===== config.mk =====
export PLATFORM = sky130hd
export DESIGN_NAME = ncc_peak_finder
export DESIGN_NICKNAME = d
export VERILOG_FILES = /design/src/rtl/ncc_pkg.sv /design/src/rtl/xy_counter.sv /design/src/rtl/ncc_peak_finder.sv
export SDC_FILE = /design/constraint.sdc
export NUM_CORES = 1
export LEC_CHECK = 0
export BUFFER_PORTS_ARGS = -buffer_cell sky130_fd_sc_hd__clkbuf_2
export CAP_MARGIN = 20
export CORE_MARGIN = 3
export CORE_UTILIZATION = 35
export CTS_BUF_LIST = sky130_fd_sc_hd__clkbuf_2 sky130_fd_sc_hd__clkbuf_4 sky130_fd_sc_hd__clkbuf_8
export DETAILED_ROUTE_END_ITERATION = 8
export PLACE_DENSITY = 0.53
export SYNTH_ARGS = -nofsm -noshare
export SYNTH_HDL_FRONTEND = slang
export SYNTH_SLANG_ARGS = --single-unit

===== constraint.sdc =====
create_clock -name clk -period 5.8 [get_ports clk]
set_input_delay 0.29 -clock clk [delete_from_list [all_inputs] [get_ports clk]]
set_output_delay 0.29 -clock clk [all_outputs]
set_load 0.02 [all_outputs]

===== src/rtl/ncc_pkg.sv =====
// Shared types and defaults for the NCC correlator and its peak finder.
package ncc_pkg;

  localparam int unsigned SCORE_W_DEF = 32;
  localparam int unsigned NUM_X_DEF   = 65;
  localparam int unsigned NUM_Y_DEF   = 65;

  typedef enum logic [1:0] {IDLE, SCAN, REPORT} peak_state_t;

  typedef logic signed [SCORE_W_DEF-1:0] score_t;

  localparam score_t SCORE_MOST_NEG = {1'b1, {(SCORE_W_DEF-1){1'b0}}};

  // Index width that stays legal when a dimension collapses to one placement.
  function automatic int unsigned idx_w(input int unsigned n);
    return (n > 1) ? $clog2(n) : 1;
  endfunction

endpackage


===== src/rtl/xy_counter.sv =====
// Raster-order placement counter; x runs fastest, last flags the final placement.
module xy_counter
  import ncc_pkg::*;
#(
  parameter int unsigned NUM_X = NUM_X_DEF,
  parameter int unsigned NUM_Y = NUM_Y_DEF,
  localparam int unsigned XW = idx_w(NUM_X),
  localparam int unsigned YW = idx_w(NUM_Y)
) (
  input  logic          clk,
  input  logic          rst,
  input  logic          clear,
  input  logic          enable,
  output logic [XW-1:0] x,
  output logic [YW-1:0] y,
  output logic          last
);

  localparam logic [XW-1:0] XMax = XW'(NUM_X - 1);
  localparam logic [YW-1:0] YMax = YW'(NUM_Y - 1);

  logic x_wrap;
  logic y_wrap;

  assign x_wrap = (x == XMax);
  assign y_wrap = (y == YMax);
  assign last   = x_wrap && y_wrap;

  always_ff @(posedge clk or posedge rst) begin
    if (rst) begin
      x <= '0;
      y <= '0;
    end else if (clear) begin
      x <= '0;
      y <= '0;
    end else if (enable) begin
      if (x_wrap) begin
        x <= '0;
        y <= y_wrap ? '0 : y + 1'b1;
      end else begin
        x <= x + 1'b1;
      end
    end
  end

endmodule


===== src/rtl/ncc_peak_finder.sv =====
// Scans one window of NCC scores, tracks best/runner-up and reports one result record.
module ncc_peak_finder
  import ncc_pkg::*;
#(
  parameter int unsigned SCORE_W = SCORE_W_DEF,
  parameter int unsigned NUM_X = NUM_X_DEF,
  parameter int unsigned NUM_Y = NUM_Y_DEF,
  parameter logic signed [SCORE_W-1:0] MIN_SCORE = '0,
  localparam int unsigned XW = idx_w(NUM_X),
  localparam int unsigned YW = idx_w(NUM_Y)
) (
  input  logic                      clk,
  input  logic                      rst,
  input  logic                      start,
  input  logic                      score_valid,
  input  logic signed [SCORE_W-1:0] score,
  output logic                      score_ready,
  output logic                      busy,
  output logic                      result_valid,
  input  logic                      result_ready,
  output logic [XW-1:0]             best_x,
  output logic [YW-1:0]             best_y,
  output logic signed [SCORE_W-1:0] best_score,
  output logic signed [SCORE_W-1:0] second_score,
  output logic                      found
);

  localparam logic signed [SCORE_W-1:0] MostNeg = {1'b1, {(SCORE_W-1){1'b0}}};

  peak_state_t               state;
  logic                      beat;
  logic                      beats_best;
  logic                      beats_second;
  logic signed [SCORE_W-1:0] new_best;
  logic [XW-1:0]             cur_x;
  logic [YW-1:0]             cur_y;
  logic                      cur_last;

  // score_ready is only ever high in SCAN, so it doubles as the accept qualifier.
  assign beat         = score_ready && score_valid;
  assign beats_best   = score > best_score;
  assign beats_second = score > second_score;
  assign new_best     = beats_best ? score : best_score;

  xy_counter #(
    .NUM_X (NUM_X),
    .NUM_Y (NUM_Y)
  ) u_xy (
    .clk    (clk),
    .rst    (rst),
    .clear  ((state == IDLE) && start),
    .enable (beat),
    .x      (cur_x),
    .y      (cur_y),
    .last   (cur_last)
  );

  always_ff @(posedge clk or posedge rst) begin
    if (rst) begin
      state        <= IDLE;
      score_ready  <= 1'b0;
      busy         <= 1'b0;
      result_valid <= 1'b0;
      best_x       <= '0;
      best_y       <= '0;
      best_score   <= MostNeg;
      second_score <= MostNeg;
      found        <= 1'b0;
    end else begin
      unique case (state)
        IDLE: begin
          if (start) begin
            state        <= SCAN;
            score_ready  <= 1'b1;
            busy         <= 1'b1;
            best_x       <= '0;
            best_y       <= '0;
            best_score   <= MostNeg;
            second_score <= MostNeg;
            found        <= 1'b0;
          end
        end
        SCAN: begin
          if (beat) begin
            if (beats_best) begin
              second_score <= best_score;
              best_score   <= score;
              best_x       <= cur_x;
              best_y       <= cur_y;
            end else if (beats_second) begin
              second_score <= score;
            end
            // The last beat is folded in this cycle, so found uses the merged best.
            if (cur_last) begin
              state        <= REPORT;
              score_ready  <= 1'b0;
              result_valid <= 1'b1;
              found        <= (new_best >= MIN_SCORE);
            end
          end
        end
        REPORT: begin
          if (result_ready) begin
            state        <= IDLE;
            result_valid <= 1'b0;
            busy         <= 1'b0;
          end
        end
        default: state <= IDLE;
      endcase
    end
  end

endmodule


== Word-level counts from Yosys, hierarchy flattened ==
Index checks and enable logic that the tools add are counted.

* Register bits after elaboration: 98
* Input port bits: 37
* Logic and storage cells: 83

* Add/subtract/negate cells: 2
* Order comparisons: 3
* Equal/unequal tests: 10
* Multiplexer cells: 40
* Reduce and logical (&&, ||, !) cells: 17

{| class="wikitable"
|+ Operators with widths
! kind !! count
|-
| 2-to-1 mux 32 bit || 6
|-
| one-hot mux 32 bit (2 select lines) || 2
|-
| 2-to-1 mux 7 bit || 12
|-
| greater-than comparator 32 bit || 2
|-
| greater-or-equal comparator 32 x 1 -> 1 bit (second input constant) || 1
|-
| one-hot mux 7 bit (2 select lines) || 2
|-
| AND reduction 4 bit || 5
|-
| adder 7 x 1 -> 7 bit (second input constant) || 2
|-
| equality test 7 bit (second input constant) || 2
|-
| inequality test 2 bit (second input constant) || 5
|-
| nonzero test 2 bit || 5
|-
| 2-to-1 mux 1 bit || 9
|-
| 2-to-1 mux 2 bit || 4
|-
| one-hot mux 1 bit (2 select lines) || 4
|-
| one-hot mux 2 bit (3 select lines) || 1
|-
| AND reduction 3 bit || 2
|-
| logical AND 1 bit || 3
|-
| inequality test 3 bit (second input constant) || 1
|-
| equality test 2 x 1 -> 1 bit (second input constant) || 1
|-
| equality test 2 bit (second input constant) || 1
|-
| logical NOT 2 bit || 1
|-
| AND reduction 2 bit || 1
|}

== Depth between registers and ports, before layout ==
* Depth in word-level cells: 6
* Gate-level depth with buffers: 13

== Cells and area by module ==
From an unflattened synthesis, not the netlist that was laid out.

* Cells, all modules: 627
* Area total of the unflattened synthesis: 6050.8 um^2

{| class="wikitable"
|+ Modules (own cells, without submodules)
! module !! instances !! cells each !! area an instance (um^2) !! sequential area each (um^2)
|-
| ncc_peak_finder || 1 || 543 || 5248.8 || 2104.5
|-
| xy_counter || 1 || 84 || 802.0 || 350.3
|}

== Least setup slack after synthesis ==
Ideal clock, no wire load.

* Kind: register to register
* Start point: register best_score[15]
* End point: register second_score[10]
* Library setup time: 0.126 ns
* Data arrival time: 2.619 ns
* Required time: 5.674 ns
* Setup slack: 3.055 ns
* Stages on the path, launching flop included: 13
* Buffers on the path: 2
* Period minus slack after synthesis: 2.745 ns
* Cells stage by stage: dfrtp_1 inv_1 ha_1 nand4_2 nor4_2 a21boi_2 o41ai_2 nand4_2 mux2i_4 buf_6 buf_2 nor2b_1 a221o_1

* Longest elaborated chain between the ends: 4
* Elaborated cells on any way between the ends: 6

{| class="wikitable"
|+ Ends and longest elaborated chain
! element !! RTL line !! source
|-
| from (decl) || ncc_peak_finder.sv:23 || <nowiki>output logic signed [SCORE_W-1:0] best_score,</nowiki>
|-
| from (signal assigned) || ncc_peak_finder.sv:66 || <nowiki>best_score <= MostNeg;</nowiki>
|-
| from (signal assigned) || ncc_peak_finder.sv:78 || <nowiki>best_score <= MostNeg;</nowiki>
|-
| from (signal assigned) || ncc_peak_finder.sv:87 || <nowiki>best_score <= score;</nowiki>
|-
| greater-than comparator 32 bit (*) || ncc_peak_finder.sv:41 || <nowiki>assign beats_best = score > best_score;</nowiki>
|-
| 2-to-1 mux 32 bit || ncc_peak_finder.sv:85 || <nowiki>if (beats_best) begin</nowiki>
|-
| 2-to-1 mux 32 bit || ncc_peak_finder.sv:84 || <nowiki>if (beat) begin</nowiki>
|-
| one-hot mux 32 bit (2 select lines) || ncc_peak_finder.sv:70 || <nowiki>unique case (state)</nowiki>
|-
| to (signal assigned) || ncc_peak_finder.sv:67 || <nowiki>second_score <= MostNeg;</nowiki>
|-
| to (signal assigned) || ncc_peak_finder.sv:86 || <nowiki>second_score <= best_score;</nowiki>
|-
| to (signal assigned) || ncc_peak_finder.sv:91 || <nowiki>second_score <= score;</nowiki>
|-
| to (decl) || ncc_peak_finder.sv:24 || <nowiki>output logic signed [SCORE_W-1:0] second_score,</nowiki>
|}

Every way passes the cells marked *; elsewhere a longest branch is shown, timed or not. The select of a mux whose other input is x is not followed.
A chain may end at the register's enable or synchronous reset.

== Final worst setup path ==
* Start point: register best_score[31]
* End point: register second_score[19]

The elaborated chain is that of the path after synthesis.

==> metrics.csv <==
stage,metric,value,unit
status,status,finished clean,
sta,rsz0062_at_grt,false,
sta,finalSetupViolations,0,
route,antenna_left,0,
grt,grt_overflow,0,
route,viasPerCell,5.45,
power,leakagePower,0.00361,uW
floorplanning,ios,119,
grt,grt_use_total,0.183,
setup_path,critical-path-max-stage-delay,0.81,ns
yosys,netlist_instances,676,
setup_path,worstPathArrival,4.43,ns
route,first_iter_violations,414,
cts,htreeDepth,3,
place,dp.cells,991,
grt,grt_pass1_wl,29.1,mm
grt,antenna_found_initial,0,
floorplanning,rows,48,
hold_path,min_path_type,in2async,
setup_path,critPathCaptureType,register,
cells_and_area,final_nets,882,
sta,maxSlewHeadroom,0.231,
power,p_per_area,476,nW/um2
sta,setup_tns,0,ns
cts,cts_tree,yes,
power,seq_power_share,0.323,
sta,min_period_over_period,0.717,
sta,fmax,0.240,GHz
floorplanning,dieArea,19500,um2
cts,postCtsHoldBufs,0,
place,place_hpwl,13.0,mm
power,ir_worst_vdd,0.227,mV
power,p_sw,1600,uW
setup_path,crit_type,reg2reg,
cts,path_clk_slew,0.10,ns
place,port_buffers,118,
cts,cts_setup_buffers,0,
place,placed_area,7010,um2
setup_path,path_buf_inv,2,
yosys,yosys_warnings,0,
cts,cts_buffers,9,
setup_path,crit_fanout,32,
yosys,synth_edf_count,0,
power,p_int,1840,uW
cells_and_area,n_antenna_cell,0,
yosys,ys_ff_latch,98,
yosys,async_flop_share,1.00,
cts,clkLatencyLatePin,0.38,ns
power,fin_total_pwr,3440,uW
yosys,synth.net_count,781,
cells_and_area,area_growth,15.7,%
cts,cts_root_buffer,clkbuf_8,
yosys,yosys_most_used_dff,dfrtp_1,
power,clkPwrFrac,0.150,
sta,fin_hold_ws,0.0328,ns
place,gp_congestion,0.833,
cells_and_area,drive_gt1_frac,0.202,
power,p_comb_frac,0.527,
yosys,ys_types,54,
cts,cts.sinks,98,
floorplanning,die_w,140,um
cells_and_area,design_area,7230,um2
yosys,syn_area,6250,um2
setup_path,path_cells,inv_1 -> ha_1 -> nand4_1 -> nor3_1 -> o41ai_2 -> nand4_2 -> mux2i_4 -> a22oi_2 -> buf_4 -> a221o_1,
route,wl_per_cell,17.7,um
yosys,seq_area_frac_synth,0.393,
grt,first_global_vias,5540,
route,drtPass1Iterations,4,
sta,layout_min_cycle_time,4.16,ns
cts,cts_resized,0,
yosys,postSynthAreaPerCell,9.25,um2
cts,cts_buffer_depth,2,
setup_path,critPathTopFamily,compound AO/OA/AOI/OAI gates,
cells_and_area,instances_no_fill,1007,
sta,maxSlewViolCount,0,
sta,tightestPinTransition,1.15,ns
sta,hold_viol_final,0,
route,vias,5489,
job,drv_cap,0,
floorplanning,die_y,140,um
power,swShare,0.465,
setup_path,cp_slowest_cell,mux2i_4,
sta,clock_skew,0.0143,ns
floorplanning,coreArea,17400,um2
route,wirelength,17.8,mm
setup_path,cp-start-kind,register,
grt,grt_max_degree,57,
setup_path,cp.required,6.07,ns
route,route.detailed.drc,0,
floorplanning,initial_core_util,0.359,
[sequential cells by signal, indices dropped and copies added (netlist names)]
register,flops
u_xy.y,7
u_xy.x,7
state,2
busy,1
best_score,32
best_y,7
result_valid,1
best_x,7
second_score,32
score_ready,1
found,1
[logic make-up (layout without fill, tap and decap cells)]
family	after synthesis	count (layout)	share of synthesized area
buffers and inverters	114	220	0.0774
XOR/XNOR	3	3	0.00420
multiplexers	2	2	0.00520
AO/OA/AOI/OAI	157	157	0.180
flip-flops	98	98	0.393
adder cells (fa/ha/maj)	68	68	0.136
AND/OR/NAND/NOR	234	234	0.204
[synth_stat cells (all sizes together), types with 3 or more instances]
master	number	area, um2
dfrtp	96	2400
nand4	12	87.6
ha	68	851
a31oi	3	18.8
nand2	39	146
clkbuf	14	52.6
nor3	5	36.3
a21oi	33	165
o31ai	30	225
nor4	3	25.0
nand3b	3	22.5
a221o	31	310
nor2b	34	213
a21o	6	45.0
and2	3	18.8
a211oi	3	22.5
nand3	61	305
o21ai	32	160
or3	5	31.3
and4	3	26.3
buf	24	146
nor2	22	82.6
inv	76	285
and3	38	238
[metrics by stage]
stage | setup slack [ns] | utilization
floorplan | 2.95 | -
global placement | 1.71 | 0.402
detailed placement | 1.62 | 0.402
CTS | 1.60 | 0.415
global route | 1.37 | 0.415
finish | 1.64 | 0.415
[power groups by stage]
stage	combinational, uW	clock [uW]	sequential, uW
after floorplan	1090	0	1320
after global placement	1780	0	1120
after detailed placement	1820	0	1130
after CTS	1830	531	1110
final	1810	515	1110
after global routing	2020	561	1150
[cell type report]
cell class	instances	area, um2
timing repair buffer	128	666
multi-input combinational	464	3320
tap	225	282
sequential	98	2450
clock buffer	12	153
fill	1780	10200
clock inverter	4	73.8
inverter	76	288
[cells in the final DEF (no fill, tap or decap), types with 4 or more instances in the layout]
cell and n:
nor3_1 4, or3_1 5, nand2_1 39, and3_1 38
o21ai_0 32, buf_4 10, nand4_1 10, clkbuf_8 10
dfrtp_1 96, ha_1 68, clkbuf_2 118, a221o_1 31
nor2_1 22, nand3_1 61, a21o_1 6, nor2b_1 34
o31ai_1 30, a21oi_1 33, inv_1 75
[layer usage]
metal	GRT usage	vias to the layer above	part of all wire
met5	0	-	0
li1	-	2642	-
met3	0.0344	15	0.054
met2	0.297	156	0.47
met1	0.253	2676	0.46
met4	0.0433	0	0.012
[final timing paths]
path	startpoint	end	slack (ns)	depth (start not counted)
worst max-delay path	best_score[31]	second_score[19]	1.64	10
worst min-delay path	rst	best_score[20]	0.03	2
worst max register to register	best_score[31]	second_score[19]	1.64	10
worst min register to register	result_valid	result_valid	0.49	1
max in group asynchronous	rst	best_x[2]	4.71	3
min in group clk	result_ready	state[1]	0.12	2
(Power assumes the default switching activity.)
